### src/rtl/uart_tx_fifo.sv
// uart_tx_fifo: FIFO-buffered UART transmitter; ports clk/rst/tick, wr_en+dados_transmissao push, tx line, txBusy/txFull/txEmpty/txCount/txOverflow status
module uart_tx_fifo #(
  parameter int DATA_BITS  = 8,
  parameter int PARITY     = 0,
  parameter int STOP_BITS  = 1,
  parameter int FIFO_DEPTH = 4
) (
  input  logic                               clk,
  input  logic                               rst,
  input  logic                               tick,
  input  logic                               wr_en,
  input  logic [DATA_BITS-1:0]               dados_transmissao,
  output logic                               tx,
  output logic                               txBusy,
  output logic                               txFull,
  output logic                               txEmpty,
  output logic [$clog2(FIFO_DEPTH+1)-1:0]    txCount,
  output logic                               txOverflow
);
  localparam int AW = $clog2(FIFO_DEPTH);
  localparam int CW = $clog2(FIFO_DEPTH+1);
  localparam int BW = $clog2(DATA_BITS+1);
  typedef enum logic [1:0] {IDLE, DATA, PAR, STOP} state_t;
  state_t               state;
  logic [DATA_BITS-1:0] mem [FIFO_DEPTH];
  logic [DATA_BITS-1:0] shift;
  logic [AW-1:0]        wptr, rptr;
  logic [BW-1:0]        bcnt;
  logic                 scnt, par, push, pop;
  assign txFull  = txCount == CW'(FIFO_DEPTH);
  assign txEmpty = txCount == '0;
  assign txBusy  = state != IDLE || !txEmpty;
  assign push    = wr_en && !txFull;
  assign pop     = tick && state == IDLE && !txEmpty;
  always_ff @(posedge clk)
    if (push) mem[wptr] <= dados_transmissao;
  always_ff @(posedge clk) begin
    if (rst) begin
      state      <= IDLE;
      tx         <= 1'b1;
      wptr       <= '0;
      rptr       <= '0;
      txCount    <= '0;
      txOverflow <= 1'b0;
      shift      <= '0;
      bcnt       <= '0;
      scnt       <= 1'b0;
      par        <= 1'b0;
    end else begin
      if (push) wptr <= wptr + 1'b1;
      if (pop) rptr <= rptr + 1'b1;
      txCount <= txCount + CW'(push) - CW'(pop);
      if (wr_en && txFull) txOverflow <= 1'b1;
      if (tick)
        case (state)
          IDLE: if (!txEmpty) begin
            shift <= mem[rptr];
            tx    <= 1'b0;
            bcnt  <= '0;
            par   <= 1'b0;
            state <= DATA;
          end
          DATA: begin
            tx    <= shift[0];
            shift <= shift >> 1;
            par   <= par ^ shift[0];
            bcnt  <= bcnt + 1'b1;
            if (bcnt == BW'(DATA_BITS-1)) begin
              scnt  <= 1'b0;
              state <= PARITY != 0 ? PAR : STOP;
            end
          end
          PAR: begin
            tx    <= PARITY == 2 ? par : ~par;
            state <= STOP;
          end
          default: begin
            tx <= 1'b1;
            if (scnt == 1'(STOP_BITS-1)) state <= IDLE;
            else scnt <= 1'b1;
          end
        endcase
    end
  end
endmodule

### config.mk
export PLATFORM = sky130hd
export DESIGN_NAME = uart_tx_fifo
export DESIGN_NICKNAME = d
export VERILOG_FILES = /design/src/rtl/uart_tx_fifo.sv
export SDC_FILE = /design/constraint.sdc
export NUM_CORES = 1
export LEC_CHECK = 0
export CORE_AREA = 2 2 83 85
export DETAILED_ROUTE_END_ITERATION = 8
export DIE_AREA = 0 0 85 87
export HOLD_SLACK_MARGIN = 0.03
export SLEW_MARGIN = 20
export SYNTH_ARGS = -nofsm -noshare
export SYNTH_HDL_FRONTEND = slang
export SYNTH_SLANG_ARGS = --single-unit
### constraint.sdc
create_clock -name clk -period 2.5 [get_ports clk]
set_clock_uncertainty 0.1 [all_clocks]
set_input_delay 0.25 -clock clk [delete_from_list [all_inputs] [get_ports clk]]
set_output_delay 0.25 -clock clk [all_outputs]
set_load 0.01 [all_outputs]
* After elaboration in Yosys (flattened, before gate mapping)
Memory sizes are Yosys's and may differ from the RTL's. A register that Yosys moved wholly into a read port is not among the register bits. Index checks and enable logic that the tools add are counted. Widths: inputs -> output; s select.
Storage, ports and cells: bits of input ports 12, output and inout bits 8, bits in writable memories 32, flip-flop bits (word level) 25, memories kept 1
Memory list:
- mem | words 4, bits a word 8, rd ports 1, clocked after Yosys merged registers in 1, wr ports 1, line 25 | logic [DATA_BITS-1:0] mem [FIFO_DEPTH];
Operators by class: multiplexer cells 18, add/subtract/negate cells 5, reduce and logical (&&, ||, !) cells 16, bitwise logic cells 3, equality and inequality tests 7
Operator list (number):
- $pmux 8 s2 | 1
- $mux 2 | 5
- $mux 8 | 1
- $pmux 4 s2 | 1
- $pmux 2 s3 | 1
- $reduce_and 3->1 | 2
- $mux 1 | 5
- $add 2x1->2 const B | 2
- $add 4x1->4 const B | 1
- $eq 4x3->1 const B | 1
- $logic_and 1x1->1 | 4
- $mux 4 | 1
- $ne 2x2->1 const B | 2
- $ne 4x1->1 const B | 1
- $pmux 1 s2 | 2
- $reduce_and 4->1 | 1
- $reduce_bool 2->1 | 2
- $add 3x1->3 | 1
- $eq 3x3->1 const B | 1
- $logic_not 3->1 | 1
- $pmux 1 s3 | 1
- $sub 3x1->3 | 1
- $eq 2x1->1 const B | 1
- $eq 2x2->1 const B | 1
- 7 further kinds | 9

* Longest topological paths before layout
word-level depth 5, mapped depth 13

* Worst setup path after synthesis
No wires, ideal clock.
path kind reg2reg, start point reg txCount[2], end point reg txCount[2], buffers on the path 1, setup time 0.078 ns, arrival 2.373 ns, setup slack -0.050 ns, cell stages (with the launch flop) 14, cell sequence dfxtp_1 > or3b_1 > clkbuf_1 > inv_2 > nor2_1 > inv_1 > ha_1 > inv_1 > ha_1 > inv_1 > fa_1 > xor2_1 > and2_2 > nor3_1
On the way: word-level cells in the longest chain between the ends 5
Ends and longest elaborated chain:
- from (decl) | line 17 | output logic [$clog2(FIFO_DEPTH+1)-1:0] txCount,
- from (signal assigned) | line 52 | txCount <= txCount + CW'(push) - CW'(pop);
- $eq 3x3->1 | line 30 | assign txFull = txCount == CW'(FIFO_DEPTH);
- named net txFull | line 15 | output logic txFull,
- $logic_not 1->1 | line 33 | assign push = wr_en && !txFull;
- $logic_and 1x1->1 | line 33
- $add 3x1->3 | line 52
- $sub 3x1->3 | line 52
The timed path passes the listed nets, and every way through them passes these cells. A chain may end at the register's enable or synchronous reset.

* Final worst setup path
start point reg txCount[0], end point reg txCount[2]
RTL lines:
- $logic_not 3->1 | line 31 | assign txEmpty = txCount == '0;
- $logic_not 1->1
- $logic_and 1x1->1 | line 34 | assign pop = tick && state == IDLE && !txEmpty;
- named net pop | line 29 | logic scnt, par, push, pop;
- $sub 3x1->3 | line 52
The timed path passes the listed nets, and every way through them passes these cells.

==> impl_metrics.env <==
export IMPL_status="finished, final reports clean"
export IMPL_period_share_pct=93.8
export IMPL_dr_pass1_iters=4
export IMPL_synth_xor_area_share_pct=0.689
export IMPL_drtIter0Drc=106
export IMPL_power_leakage_nw=1.13
export IMPL_antenna_cells=0
export IMPL_cts_tree="yes"
export IMPL_clk_pin_slew_ns=0.08
export IMPL_pin_count=20
export IMPL_crit_arrival_ns=2.50
export IMPL_synthMuxAreaShare_pct=8.07
export IMPL_slew_headroom_pct=54.5
export IMPL_hold_path_class="reg2reg"
export IMPL_synthesis_area_um2=2540
export IMPL_htree_levels=3
export IMPL_cts_made_buffers=9
export IMPL_power_density_nw_per_um2=1130
export IMPL_clock_tree_root_cell="clkbuf_8"
export IMPL_hpwlAfterDp_mm=3.14
export IMPL_cp_max_fo=5
export IMPL_routed_wl_mm=4.77
export IMPL_die_area_um2=7400
export IMPL_place_gp_congestion=0.725
export IMPL_synthCells=201
export IMPL_yosys_warnings=0
export IMPL_yosys_area_top_type="edfxtp_1"
export IMPL_switching_share_pct=32.0
export IMPL_stdcell_area_um2=3100
export IMPL_ant_nets=0
export IMPL_clockBufferDepth=2
export IMPL_grt_max_degree=19
export IMPL_synth_ff_type="edfxtp_1"
export IMPL_synth_compound_area_share_pct=12.9
export IMPL_cap_viol_max_count=0
export IMPL_cp_data_required_time_ns=2.65
export IMPL_place_ws_ns=0.00228
export IMPL_synth_area_leaders="edfxtp_1 (38%), dfxtp_1 (20%), mux2_2 (6.2%)"
export IMPL_cts_sinks=58
export IMPL_synth_simple_area_share_pct=9.45
export IMPL_fmax_mhz=426
export IMPL_cp_end_kind="register"
export IMPL_multiInputGateArea_um2=953
export IMPL_worst_pin_slew_ns=0.681
export IMPL_start_util_pct=38.7
export IMPL_synth_top_area_share_pct=37.8
export IMPL_fin_cells=321
export IMPL_seqCellArea_um2=1490
export IMPL_finalSetupViolCount=0
export IMPL_clk_latency_ns=0.33
export IMPL_p_int_mw=2.39
export IMPL_report_power_total_mw=3.51
export IMPL_coreArea_um2=6570
export IMPL_worst_slack_ns=0.154
export IMPL_portBuffers=19
export IMPL_crit_type="reg2reg"
export IMPL_rsz0062_at_grt="no"
export IMPL_combinationalPowerShare_pct=35.8
export IMPL_synth_avg_cell_area_um2=12.6
export IMPL_ys_ff_latch=58
export IMPL_dp_cells=303
export IMPL_via_count=1696
export IMPL_drive_gt1_share_pct=23.2
export IMPL_synth_edf_count=32
export IMPL_finalSetupTns_ns=0
export IMPL_antenna_found_initial=0
export IMPL_synth_cell_types=42
export IMPL_die_w_um=85
export IMPL_slew_violations=0
export IMPL_gr_total_overflow=0
export IMPL_peakVddDrop_mv=0.516
export IMPL_synthArstFlopShare_pct=0
export IMPL_drc=0
export IMPL_holdWs_ns=0.378
export IMPL_num_fill_cells=587
export IMPL_synth_fa_ha_area_share_pct=6.20
export IMPL_period_needed_ns=2.35
export IMPL_synth_top_family_by_area="compound AO/OA/AOI/OAI gates"
export IMPL_final_core_util_pct=47.2
export IMPL_hold_viol_final=0
export IMPL_synth_seq_area_share_pct=58.3
export IMPL_track_usage_pct=13.9
export IMPL_via_per_inst=5.28
export IMPL_grt_pass1_vias=1575
export IMPL_crit_path_start_kind="register"
export IMPL_grt_pass1_wl_mm=7.76
export IMPL_layout_nets=260
export IMPL_wl_per_cell_um=14.8
export IMPL_rows=30
export IMPL_synth_nets=225
export IMPL_die_y_um=87
export IMPL_seq_power_share_pct=37.7
export IMPL_p_sw_mw=1.12
export IMPL_area_growth_pct=22.0
export IMPL_placed_cell_area_um2=2870
export IMPL_p_clk_share_pct=26.5
-- cell usage in the layout (no fill, tap or decap), types with 4 or more instances in the layout --
cell type and count:
a211oi_1 8, a21oi_1 15, a222oi_1 7, and3_1 5, buf_4 16, clkbuf_8 9
clkdlybuf4s50_1 19, dfxtp_1 23, edfxtp_1 32, ha_1 10, inv_1 11, mux2_2 14
nand2b_1 4, nor2_1 11, o21ai_0 9
-- cell families (layout without fill, tap and decap cells) --
group	after synthesis	count (layout)
AO/OA/AOI/OAI	48	48
XOR/XNOR	2	2
adder cells (fa/ha/maj)	12	12
buffers and inverters	23	63
flip-flops	58	58
multiplexers	17	17
AND/OR/NAND/NOR	41	41
-- power by group through the flow --
stage          registers [mW]  logic (mW)  clock network (mW)
6_report                 1.33        1.26               0.930
5_1_grt                  1.35        1.40               0.999
3_5_place_dp             1.35        1.24                   0
4_1_cts                  1.33        1.25               0.955
3_3_place_gp             1.35        1.24                   0
2_1_floorplan            1.32       0.876                   0
-- final timing paths --
check | depth (start not counted) | endpoint | slack, ns | start
min | 2 | txOverflow$_SDFFE_PP0P_ | 0.38 | txOverflow$_SDFFE_PP0P_
max | 10 | txCount[2]$_SDFF_PP0_ | 0.15 | txCount[0]$_SDFF_PP0_
max reg2reg | 10 | txCount[2]$_SDFF_PP0_ | 0.15 | txCount[0]$_SDFF_PP0_
min reg2reg | 2 | txOverflow$_SDFFE_PP0P_ | 0.38 | txOverflow$_SDFFE_PP0P_
-- cells in the mapped netlist (2+ instances only) --
| cell type | n |
|---|---|
| edfxtp_1 | 32 |
| dfxtp_1 | 26 |
| a21oi_1 | 15 |
| mux2_2 | 14 |
| ha_1 | 11 |
| inv_1 | 11 |
| nor2_1 | 11 |
| o21ai_0 | 9 |
| a211oi_1 | 8 |
| a222oi_1 | 7 |
| and3_1 | 5 |
| clkbuf_1 | 4 |
| nand2b_1 | 4 |
| buf_2 | 3 |
| nand3_1 | 3 |
| nand3b_1 | 3 |
| nor3_1 | 3 |
| a31oi_1 | 2 |
| buf_4 | 2 |
| buf_6 | 2 |
| nand2_1 | 2 |
| nand4b_1 | 2 |
| nor2b_1 | 2 |
| or4_1 | 2 |
-- registers in the layout, indices dropped and copies added (netlist names), named ones only --
name / flops
state: 2
par: 1
bcnt: 4
shift: 8
tx: 1
txCount: 3
txOverflow: 1
rptr: 2
mem: 32
wptr: 2
-- critical path: stages, from the launching register on --
cell and delay (ns):
dfxtp_1 0.31, buf_4 0.15, o311a_1 0.37, ha_1 0.27, inv_1 0.05, ha_1 0.13, inv_1 0.05, fa_1 0.37
xor2_1 0.16, and2_2 0.18, nor3_1 0.12
-- metal layers --
| metal | global-route usage (%) | vias to the layer above | part of all wire (%) |
|---|---|---|---|
| li1 | - | 833 | - |
| met1 | 18.3 | 835 | 48 |
| met2 | 20.5 | 24 | 47 |
| met3 | 4.27 | 4 | 3.2 |
| met4 | 7.79 | 0 | 1.3 |
| met5 | 0 | - | 0 |
-- layout make-up --
| type | instances | share of cell area (%) |
|---|---|---|
| Clock inverter | 6 | 2.62 |
| Clock buffer | 10 | 4.11 |
| Sequential cell | 58 | 47.9 |
| Multi-Input combinational cell | 120 | 30.7 |
| Inverter | 12 | 1.45 |
| Tap cell | 80 | 3.23 |
| Timing Repair Buffer | 35 | 10.0 |
-- repair_timing --
action | in CTS | in global routing
endpoints found under the setup margin | 0 | 1
hold buffers | 0 | 0
setup buffers | 0 | 2
resized for setup | 0 | 3
Power figures use the tool's default switching activity.
